==> src/rtl/nor_gate_bank_pkg.sv <==
// Shared constants and helpers for the NOR gate bank model.
package nor_gate_bank_pkg;

  localparam int NGB_DEFAULT_DELAY  = 9;
  localparam int NGB_DEFAULT_INPUTS = 3;

  // Counter wide enough to hold every value in 0..delay.
  function automatic int cnt_width(input int delay);
    return $clog2(delay + 1);
  endfunction

endpackage

==> src/rtl/nor_gate_channel.sv <==
// One INPUTS-wide NOR gate with clock-counted propagation delay and pending flag.
// NOR_GATE_BANK_TRANSPORT_EN selects transport delay instead of the default inertial delay.
module nor_gate_channel
  import nor_gate_bank_pkg::*;
#(
  parameter int   INPUTS = NGB_DEFAULT_INPUTS,
  parameter int   DELAY  = NGB_DEFAULT_DELAY,
  parameter logic IC_BIT = 1'b0
) (
  input  logic              clk,
  input  logic              rst,
  input  logic              hold,
  input  logic [INPUTS-1:0] a,
  output logic              y,
  output logic              pend
);

  logic target;
  assign target = ~|a;

`ifdef NOR_GATE_BANK_TRANSPORT_EN
  logic [DELAY-1:0] stage_reg;
  logic [DELAY-1:0] stage_next;

  if (DELAY == 1) begin : g_single
    assign stage_next = target;
  end else begin : g_chain
    assign stage_next = {stage_reg[DELAY-2:0], target};
  end

  always_ff @(posedge clk or negedge rst) begin
    if (!rst) begin
      stage_reg <= {DELAY{IC_BIT}};
    end else if (hold) begin
      stage_reg <= {DELAY{IC_BIT}};
    end else begin
      stage_reg <= stage_next;
    end
  end

  // Oldest stage drives the pin; any younger stage disagreeing means a change is in flight.
  assign y    = stage_reg[DELAY-1];
  assign pend = |(stage_reg ^ {DELAY{stage_reg[DELAY-1]}});
`else
  localparam int CW = cnt_width(DELAY);

  logic [CW-1:0] cnt_reg;
  logic          y_reg;

  // The counter tracks how long target has disagreed with y; any agreement restarts it.
  always_ff @(posedge clk or negedge rst) begin
    if (!rst) begin
      y_reg   <= IC_BIT;
      cnt_reg <= '0;
    end else if (hold) begin
      y_reg   <= IC_BIT;
      cnt_reg <= '0;
    end else if (target == y_reg) begin
      cnt_reg <= '0;
    end else if (cnt_reg == CW'(DELAY - 1)) begin
      y_reg   <= target;
      cnt_reg <= '0;
    end else begin
      cnt_reg <= cnt_reg + CW'(1);
    end
  end

  assign y    = y_reg;
  assign pend = (cnt_reg != '0);
`endif

endmodule

==> src/rtl/nor_gate_bank.sv <==
// Bank of CHANNELS independent NOR gates sharing clock, reset and package supply.
// Optional macro NOR_GATE_BANK_TRANSPORT_EN switches every channel to transport delay.
module nor_gate_bank
  import nor_gate_bank_pkg::*;
#(
  parameter int                  CHANNELS = 3,
  parameter int                  INPUTS   = NGB_DEFAULT_INPUTS,
  parameter int                  DELAY    = NGB_DEFAULT_DELAY,
  parameter logic [CHANNELS-1:0] IC       = {CHANNELS{1'b0}}
) (
  input  logic                         clk,
  input  logic                         rst,
  input  logic                         vcc,
  input  logic                         gnd,
  input  logic [CHANNELS*INPUTS-1:0]   a,
  output logic [CHANNELS-1:0]          y,
  output logic [CHANNELS-1:0]          pend
);

  // Supply loss is sampled on the clock, so it behaves as a synchronous reset.
  logic power_lost;
  assign power_lost = ~vcc;

  // Ground pin exists only so board netlists connect unchanged.
  logic unused_gnd;
  assign unused_gnd = gnd;

  for (genvar gi = 0; gi < CHANNELS; gi++) begin : g_ch
    nor_gate_channel #(
      .INPUTS (INPUTS),
      .DELAY  (DELAY),
      .IC_BIT (IC[gi])
    ) u_ch (
      .clk  (clk),
      .rst  (rst),
      .hold (power_lost),
      .a    (a[gi*INPUTS +: INPUTS]),
      .y    (y[gi]),
      .pend (pend[gi])
    );
  end

endmodule

==> config.mk <==
export PLATFORM = sky130hd
export DESIGN_NAME = nor_gate_bank
export DESIGN_NICKNAME = d
export VERILOG_FILES = /design/src/rtl/nor_gate_bank_pkg.sv /design/src/rtl/nor_gate_channel.sv /design/src/rtl/nor_gate_bank.sv
export SDC_FILE = /design/constraint.sdc
export NUM_CORES = 1
export LEC_CHECK = 0
export CORE_MARGIN = 2
export CORE_UTILIZATION = 52
export DETAILED_ROUTE_END_ITERATION = 6
export PLACE_DENSITY = 0.84
export SLEW_MARGIN = 20
export SYNTH_ARGS = -nofsm -noshare
export SYNTH_HDL_FRONTEND = slang
export SYNTH_SLANG_ARGS = --single-unit
==> constraint.sdc <==
create_clock -name clk -period 2.1 [get_ports clk]
set_input_delay 0.21 -clock clk [delete_from_list [all_inputs] [get_ports clk]]
set_output_delay 0.21 -clock clk [all_outputs]
set_load 0.01 [all_outputs]
* Word level (Yosys, flattened, before mapping)
Index checks and enable logic that the tools add are counted.
Storage, ports and cells: output and inout bits 6, memories kept 0, input port bits 13, bits in latches 0, flip-flop bits (word level) 15, bits in read-only memories 0, bits in writable memories 0
Cells by class: bitwise operators 0, multiplexer cells 18, divide/modulo/power cells 0, multiply operators 0, $add $sub $neg 3, eq/ne operators 12, shift operators 0, $lt $le $gt $ge 0, reduce and logical (&&, ||, !) cells 12
Operators with widths (count):
- 4-bit two-way mux | 9
- 4-bit by 1-bit adder with 4-bit output, second input constant | 3
- 4-bit == test, second input constant | 3
- 4-bit nonzero test | 3
- 1-bit two-way mux | 9
- 3-bit OR reduction | 3
- 2-bit by 1-bit != test with 1-bit output, second input constant | 3
- 2-bit != test, second input constant | 3
- 2-bit AND reduction | 3
- 1-bit == test | 3
- 1-bit logical NOT | 3

* Longest topological paths before layout
Gate-level depths: netlist of run 1.
depth in word-level cells 5, mapped depth 5

* By module
A second synthesis of run 1 with hierarchy kept.
Second synthesis, totals: cells, all modules 70, area total of the unflattened synthesis 789.5 µm²
Modules (own cells, without submodules):
- nor_gate_channel (g_ch[1].u_ch ...) | area each 256.5 µm², cells each 22, instances 2
- nor_gate_channel (g_ch[0].u_ch) | area each 272.8 µm², cells each 25, instances 1
- nor_gate_bank | area each 3.8 µm², cells each 1, instances 1

* Worst setup path before layout of run 1
No wires, ideal clock.
path kind register to output, start register g_ch[0].u_ch.cnt_reg[0], end output port pend[0], stages on the path, launching flop included 5, setup slack 670 ps, path buffers 1, data required time 1890 ps, data arrival time 1220 ps, cells stage by stage dfrtp_1 > inv_1 > ha_1 > or3b_2 > buf_4
On the way: cells in the longest elaborated chain, start to end 1
RTL lines:
- start, declared | RTL line nor_gate_channel.sv:47 | logic [CW-1:0] cnt_reg;
- start signal, assigned | RTL line nor_gate_channel.sv:64 | cnt_reg <= cnt_reg + CW'(1);
- 4-bit nonzero test | RTL line nor_gate_channel.sv:69 | assign pend = (cnt_reg != '0);
- end, declared | RTL line nor_gate_bank.sv:17 | output logic [CHANNELS-1:0] pend
No other way between the ends.

* Final worst setup path of run 1
start register g_ch[1].u_ch.cnt_reg[0], end output port pend[1]
On the way: cells in the longest elaborated chain, start to end 1
RTL lines (RTL line):
- start, declared | nor_gate_channel.sv:47
- start signal, assigned | nor_gate_channel.sv:64
- 4-bit nonzero test | nor_gate_channel.sv:69
No other way between the ends.

==> impl_results.md, run 1 <==
- Reg clk slew, reported paths: roughly 0.090 ns
- Post-synth top flop: dfrtp_1
- Core Rows: 14
- NetSw: ~0.11 mW
- Logic pwr share: under 10%
- Sequential standard cell area: about 380 µm²
- Global-route track usage on met3: under 10%
- Final Max Tran Viols: 0
- Seq/Total Area, Yosys: 43.48%
- Initial detailed-routing violation count: 3
- Status: finished, final reports clean
- Synth top area share: 43.48%
- Peak Freq: between 500 and 600 MHz
- GR Util met2: between 30% and 40%
- IO Pins: 19
- Nets: roughly 110
- Cell taking the most area after synthesis: dfrtp_1
- Setup crit end kind: primary output
- Slowest library cell on the worst path: or3b_2
- Worst EP required: ~1.9 ns
- CP max FO: 4
- CTS buffer count: 3
- Die area: roughly 2000 µm²
- Syn Area/Cell: roughly 11 µm²
- Pin count of the biggest net entering global routing: 16
- Maximum buffer depth of the clock tree: 2
- Grt ovf: 0
- Met1 Use GR: about a fifth
- Period utilization: 91.59%
- Most frequent cell after synthesis: dfrtp_1
- Power share of the clock group: between 30 and 40%
- Sequential Power Share: 57.9%
- HP Class: in -> async
- Area Overhead vs Synth: 18.99%
- Min cycle time layout: ~1.9 ns
- Max reg flops: 12
- First-pass GRT wire length: between 2000 and 3000 µm
- Syn Nets: just under 100
- Gates resized, CTS repair: 3
- Via count: approximately 600
- Synth cell types: 18
- Async SR Flop Fraction: 100.0%
- DRC: 0
- DP HPWL: approximately 1100 µm
- Vias per inst: around 5.6
- Number of global-route vias before repair: approximately 670
- Most Used Layer, Global Route: met2
- Post-synth top cells: dfrtp_1, nor2_1, buf_4, ha_1, inv_1
- CP Launch Type: flip-flop
- Root buf cell: clkbuf_4
- Actual slew at the worst max-slew pin: 0.6496 ns
- P_int: around 0.39 mW
- Core area: between 1500 and 2000 µm²
- Port Buf Inserts: 17
- Count of final hold-check violations: 0
- Slowest stage delay, CP: about 0.44 ns
- Placer Congestion: roughly 0.80
- CTS H-tree lvls: 1
- Worst EP arrival: approximately 1.7 ns
- Crit path kind: reg -> out
- Layout Utilization: about two thirds
- Gr usage total: between 10% and 20%
- Reg-to-reg critical path endpoint: g_ch[2].u_ch.y
- WL per Instance: ~13 µm
- Relative slew margins: between 50% and 60%
- CTS tree: done
- FF+latch count, synth: 15
- Initial antenna violation count: 0
- Worst path cell trace: inv_1 > ha_1 > or3b_2 > dlygate4sd2_1
- Drt first pass iters: 4
- FF-to-FF setup slack: 0.71 ns
- Initial Util: between 50 and 60%
- Clock latency on the worst-skew pair: about 0.28 ns
- Mapped Area: 863.3 µm²
- Die Height: between 40 and 50 µm
- Final setup fails: 0
- YS warnings: 0
- Sw Share: between 20% and 30%
- Power per cell area: a little under 500 nW/µm²
- Diodes inserted: 0
- Max_cap viols: 0
- Multi-input gate area: approximately 420 µm²
- Fin Setup TNS: 0 ns
- Pleak: ~0.48 nW
- Final Skew: approximately 0.0019 ns
- Post-Syn Instances: 79
- Reg2reg start: g_ch[2].u_ch.cnt_reg[0]
- Layout cells sized above 1: under 10%
- Sink Count: 15
- Top cells by area, synth: dfrtp_1, ha_1, nand3b_4
- Worst VDD drop: roughly 0.00036 V
- Setup bufs post-CTS: 0
- ANT nets after route: 0
- R2r worst-path depth: 5
- Post-synth EDFFs: 0
- Hold bufs inserted after CTS: 0
- RSZ-0062 raised after global routing: false
- Drt total wl: about 1400 µm
- Filler instances: ~130
- Chip Width: about 45 µm
critical path, delay by kind of cell, from the launching register on:
kind                       cells  cell delay (ns)
adders and majority gates      1             0.20
and+or+nand+nor                1             0.44
buffers and inverters          2             0.36
DFF                            1             0.43
power by group through the flow:
stage	registers, mW	logic (mW)	clock network (mW)
2_1_floorplan	0.297	0.0158	0
3_3_place_gp	0.298	0.0474	0
3_5_place_dp	0.298	0.0489	0
4_1_cts	0.292	0.0478	0.170
5_1_grt	0.292	0.0518	0.181
6_report	0.292	0.0471	0.165
cells in the final DEF (no fill, tap or decap):
cell type / count
nand3_1: 3
clkbuf_4: 3
xor2_1: 3
o211a_1: 3
or4_1: 3
nor2_1: 9
clkbuf_1: 1
clkdlybuf4s50_1: 14
dlygate4sd2_1: 3
nand3b_4: 3
or3b_2: 3
nand2_1: 3
inv_1: 6
ha_1: 6
o31a_1: 3
nor4_1: 3
dfrtp_1: 15
o211ai_1: 3
a21boi_1: 3
xnor2_1: 3
kinds of logic after synthesis:
family	count (synthesis)	share of synthesized area [%]
xor gates and xnor gates	6	6.088
DFF	15	43.48
and+or+nand+nor	27	21.74
AOI/OAI and AO/OA	12	11.74
buffers and inverters	13	8.260
adders and majority gates	6	8.695
final cells by class:
type | count | area share [%]
multi-input cells | 51 | 40.56
flip-flops and latches | 15 | 36.54
repair buffers | 17 | 16.20
clock buffers | 4 | 2.558
inverters | 6 | 2.192
well taps | 16 | 1.949
per-layer routing:
layer	share of wire (%)	vias to the layer above	wire length [µm]
li1	-	299	-
met1	42	293	595
met2	51	19	732
met3	5.3	4	75
met4	1.7	0	24
met5	0	-	0
worst max path at each step:
stage               endpoint  slack [ns]                    start  depth (start not counted)
global placement     pend[0]        0.31  g_ch[0].u_ch.cnt_reg[0]                          4
global route         pend[1]        0.09  g_ch[1].u_ch.cnt_reg[0]                          4
finish               pend[1]        0.18  g_ch[1].u_ch.cnt_reg[0]                          4
floorplan            pend[0]        0.67  g_ch[0].u_ch.cnt_reg[0]                          4
CTS                  pend[1]        0.17  g_ch[1].u_ch.cnt_reg[0]                          4
detailed placement   pend[1]        0.29  g_ch[1].u_ch.cnt_reg[0]                          4
stage by stage:
stage	cells	hold WS, ns	worst slack (ns)	total power [mW]	instance area, µm²
2_1_floorplan	79	-0.08559	0.6695	0.3133	863.3
3_3_place_gp	105	0.4754	0.3059	0.3451	1005
3_5_place_dp	105	0.4766	0.2913	0.3467	1005
4_1_cts	109	0.3422	0.1707	0.5100	1027
5_1_grt	109	0.3854	0.09023	0.5255	1027
6_report	109	0.3184	0.1766	0.5044	1027
(Power assumes the default switching activity.)
==> run 2, diff against run 1 <==
- RECOVER_POWER: not set -> 100
- SLEW_MARGIN: 20 -> 30
==> run 2 against run 1 <==
Compared with the run above:
- via count up 0.16%
- critical path depth unchanged
- count of clock-buffer cells in the layout unchanged
- core utilization unchanged
- sequential share of layout area unchanged
- largest power group unchanged
- design area unchanged
- wire length about the same
- global-route usage unchanged
==> impl_results.md, run 2 (synthesized netlist as in run 1, its figures left out) <==
- R2r worst-path depth: 5 (unchanged)
- Core area: 1524 µm² (unchanged)
- Chip Width: 44.75 µm (unchanged)
- Min cycle time layout: 1.924 ns (was 1.923 ns)
- Number of global-route vias before repair: 671 (unchanged)
- Most Used Layer, Global Route: met2 (unchanged)
- Status: finished, final reports clean (unchanged)
- Core Rows: 14 (unchanged)
- Met1 Use GR: 19.32% (unchanged)
- Slowest stage delay, CP: 0.44 ns (about the same)
- CTS tree: done (unchanged)
- Die Height: 44.75 µm (unchanged)
- Max reg flops: 12 (unchanged)
- CP Launch Type: flip-flop (unchanged)
- ANT nets after route: 0 (unchanged)
- DP HPWL: 1138 µm (unchanged)
- Crit path kind: reg -> out (unchanged)
- Fin Setup TNS: 0 ns (unchanged)
- WL per Instance: 13.09 µm (was 13.10 µm)
- Hold bufs inserted after CTS: 0 (unchanged)
- Slowest library cell on the worst path: or3b_2 (unchanged)
- Placer Congestion: 0.7952 (unchanged)
- Actual slew at the worst max-slew pin: 0.6558 ns (was 0.6496 ns)
- CTS H-tree lvls: 1 (unchanged)
- Count of final hold-check violations: 0 (unchanged)
- Layout Utilization: 67.41% (unchanged)
- Critical path depth: 4 (unchanged)
- HP Class: in -> async (unchanged)
- Final Max Tran Viols: 0 (unchanged)
- Finished Layout Cells: 109 (unchanged)
- Cell Area, Placed: 1005 µm² (unchanged)
- Post-Place Cells: 105 (unchanged)
- Crit path from: g_ch[1].u_ch.cnt_reg[0] (unchanged)
- IO Pins: 19 (unchanged)
- Setup crit end: pend[1] (unchanged)
- Diodes inserted: 0 (unchanged)
- Nets: 113 (unchanged)
- Reg clk slew, reported paths: 0.09 ns (about the same)
- Pleak: 0.4915 nW (was 0.4814 nW)
- Root buf cell: clkbuf_4 (unchanged)
- Relative slew margins: 56.14% (was 56.56%)
- Clock latency on the worst-skew pair: 0.28 ns (about the same)
- Final Skew: 0.001673 ns (was 0.001863 ns)
- Global-route track usage on met3: 3.600% (unchanged)
- Period utilization: 91.60% (was 91.59%)
- Peak Freq: 519.9 MHz (about the same)
- Reg-to-reg critical path endpoint: g_ch[0].u_ch.y (was g_ch[2].u_ch.y)
- Commonest non-fill, non-tap cells in the layout: dfrtp_1, nor2_1, clkdlybuf4s50_1, dlygate4sd3_1 (was dfrtp_1, clkdlybuf4s50_1, nor2_1)
- Drt total wl: 1427 µm (was 1428 µm)
- CP max FO: 4 (unchanged)
- Max_cap viols: 0 (unchanged)
- First-pass GRT wire length: 2573 µm (unchanged)
- RSZ-0062 raised after global routing: false (unchanged)
- Worst EP required: 1.89 ns (about the same)
- Commonest non-fill, non-tap cell in the layout: dfrtp_1 (unchanged)
- Die area: 2002 µm² (unchanged)
- Kind of cell adding the most delay to the critical path: simple AND/OR/NAND/NOR gates (unchanged)
- Power per cell area: 489.5 nW/µm² (was 491.0 nW/µm²)
- Worst Path Buf+Inv: 2 (unchanged)
- Reg2reg start: g_ch[0].u_ch.cnt_reg[0] (was g_ch[2].u_ch.cnt_reg[0])
- Maximum buffer depth of the clock tree: 2 (unchanged)
- Final setup fails: 0 (unchanged)
- DRC: 0 (unchanged)
- Hold Slack: 0.3883 ns (was 0.3184 ns)
- Worst VDD drop: 0.0003578 V (was 0.0003597 V)
- Vias per inst: 5.651 (was 5.642)
- GR Util met2: 33.04% (unchanged)
- Worst path cell trace: inv_1 > ha_1 > or3b_2 > dlygate4sd2_1 (unchanged)
- Layout cells sized above 1: 9.677% (unchanged)
- Worst EP arrival: 1.71 ns (about the same)
- Drt first pass iters: 4 (unchanged)
- Initial detailed-routing violation count: 2 (was 3)
- Area Overhead vs Synth: 18.99% (unchanged)
- Design Area, Final: 1027 µm² (unchanged)
- Sink Count: 15 (unchanged)
- Initial antenna violation count: 0 (unchanged)
- Initial Util: 56.65% (unchanged)
- Gr usage total: 17.91% (unchanged)
- CTS buffer count: 3 (unchanged)
- Setup crit end kind: primary output (unchanged)
- Grt ovf: 0 (unchanged)
- FF-to-FF setup slack: 0.67 ns (was 0.71 ns)
- Pin count of the biggest net entering global routing: 16 (unchanged)
- Via count: 616 (was 615)
- Port Buf Inserts: 17 (unchanged)
==> run 2: worst min-delay path by stage <==
| stage | end | depth (start not counted) | slack, ns | from |
|---|---|---|---|---|
| after global routing | g_ch[0].u_ch.cnt_reg[0] | 1 | 0.46 | rst |
| after detailed placement | g_ch[0].u_ch.cnt_reg[0] | 1 | 0.48 | g_ch[0].u_ch.cnt_reg[0] |
| after floorplan | g_ch[0].u_ch.cnt_reg[0] | 0 | -0.09 | rst |
| final | g_ch[0].u_ch.cnt_reg[0] | 1 | 0.39 | rst |
| after global placement | g_ch[0].u_ch.cnt_reg[0] | 1 | 0.48 | g_ch[0].u_ch.cnt_reg[0] |
| after CTS | g_ch[0].u_ch.cnt_reg[0] | 1 | 0.34 | rst |
==> run 2: area by class of cell <==
| type | instances | area, µm² |
|---|---|---|
| Clock buffer | 4 | 26.28 |
| Multi-Input combinational cell | 51 | 416.7 |
| Timing Repair Buffer | 17 | 166.4 |
| Fill cell | 131 | 496.7 |
| Tap cell | 16 | 20.02 |
| Inverter | 6 | 22.52 |
| Sequential cell | 15 | 375.4 |
==> run 2: power breakdown <==
group	switching (mW)	internal, mW
clock	0.0915	0.0738
sequential	0.00176	0.290
combinational	0.0214	0.0242
total	0.115	0.388
==> run 2: through the flow <==
| step | total power [mW] | worst slack (ns) |
|---|---|---|
| after floorplan | 0.3133 | 0.6695 |
| after global placement | 0.3451 | 0.3059 |
| after detailed placement | 0.3467 | 0.2913 |
| after CTS | 0.5100 | 0.1707 |
| after global routing | 0.5238 | 0.09023 |
| final | 0.5029 | 0.1765 |
==> run 2: repair_timing <==
action | in CTS | in global routing
gates resized for setup | 3 | 0
endpoints found under the setup margin | 3 | 0
buffers inserted | 0 | 0
==> run 2: routing by layer <==
metal / up-vias / routed length [µm]
li1: 298 / -
met2: 19 / 734
met4: 0 / 24
met1: 295 / 598
met5: - / 0
met3: 4 / 69
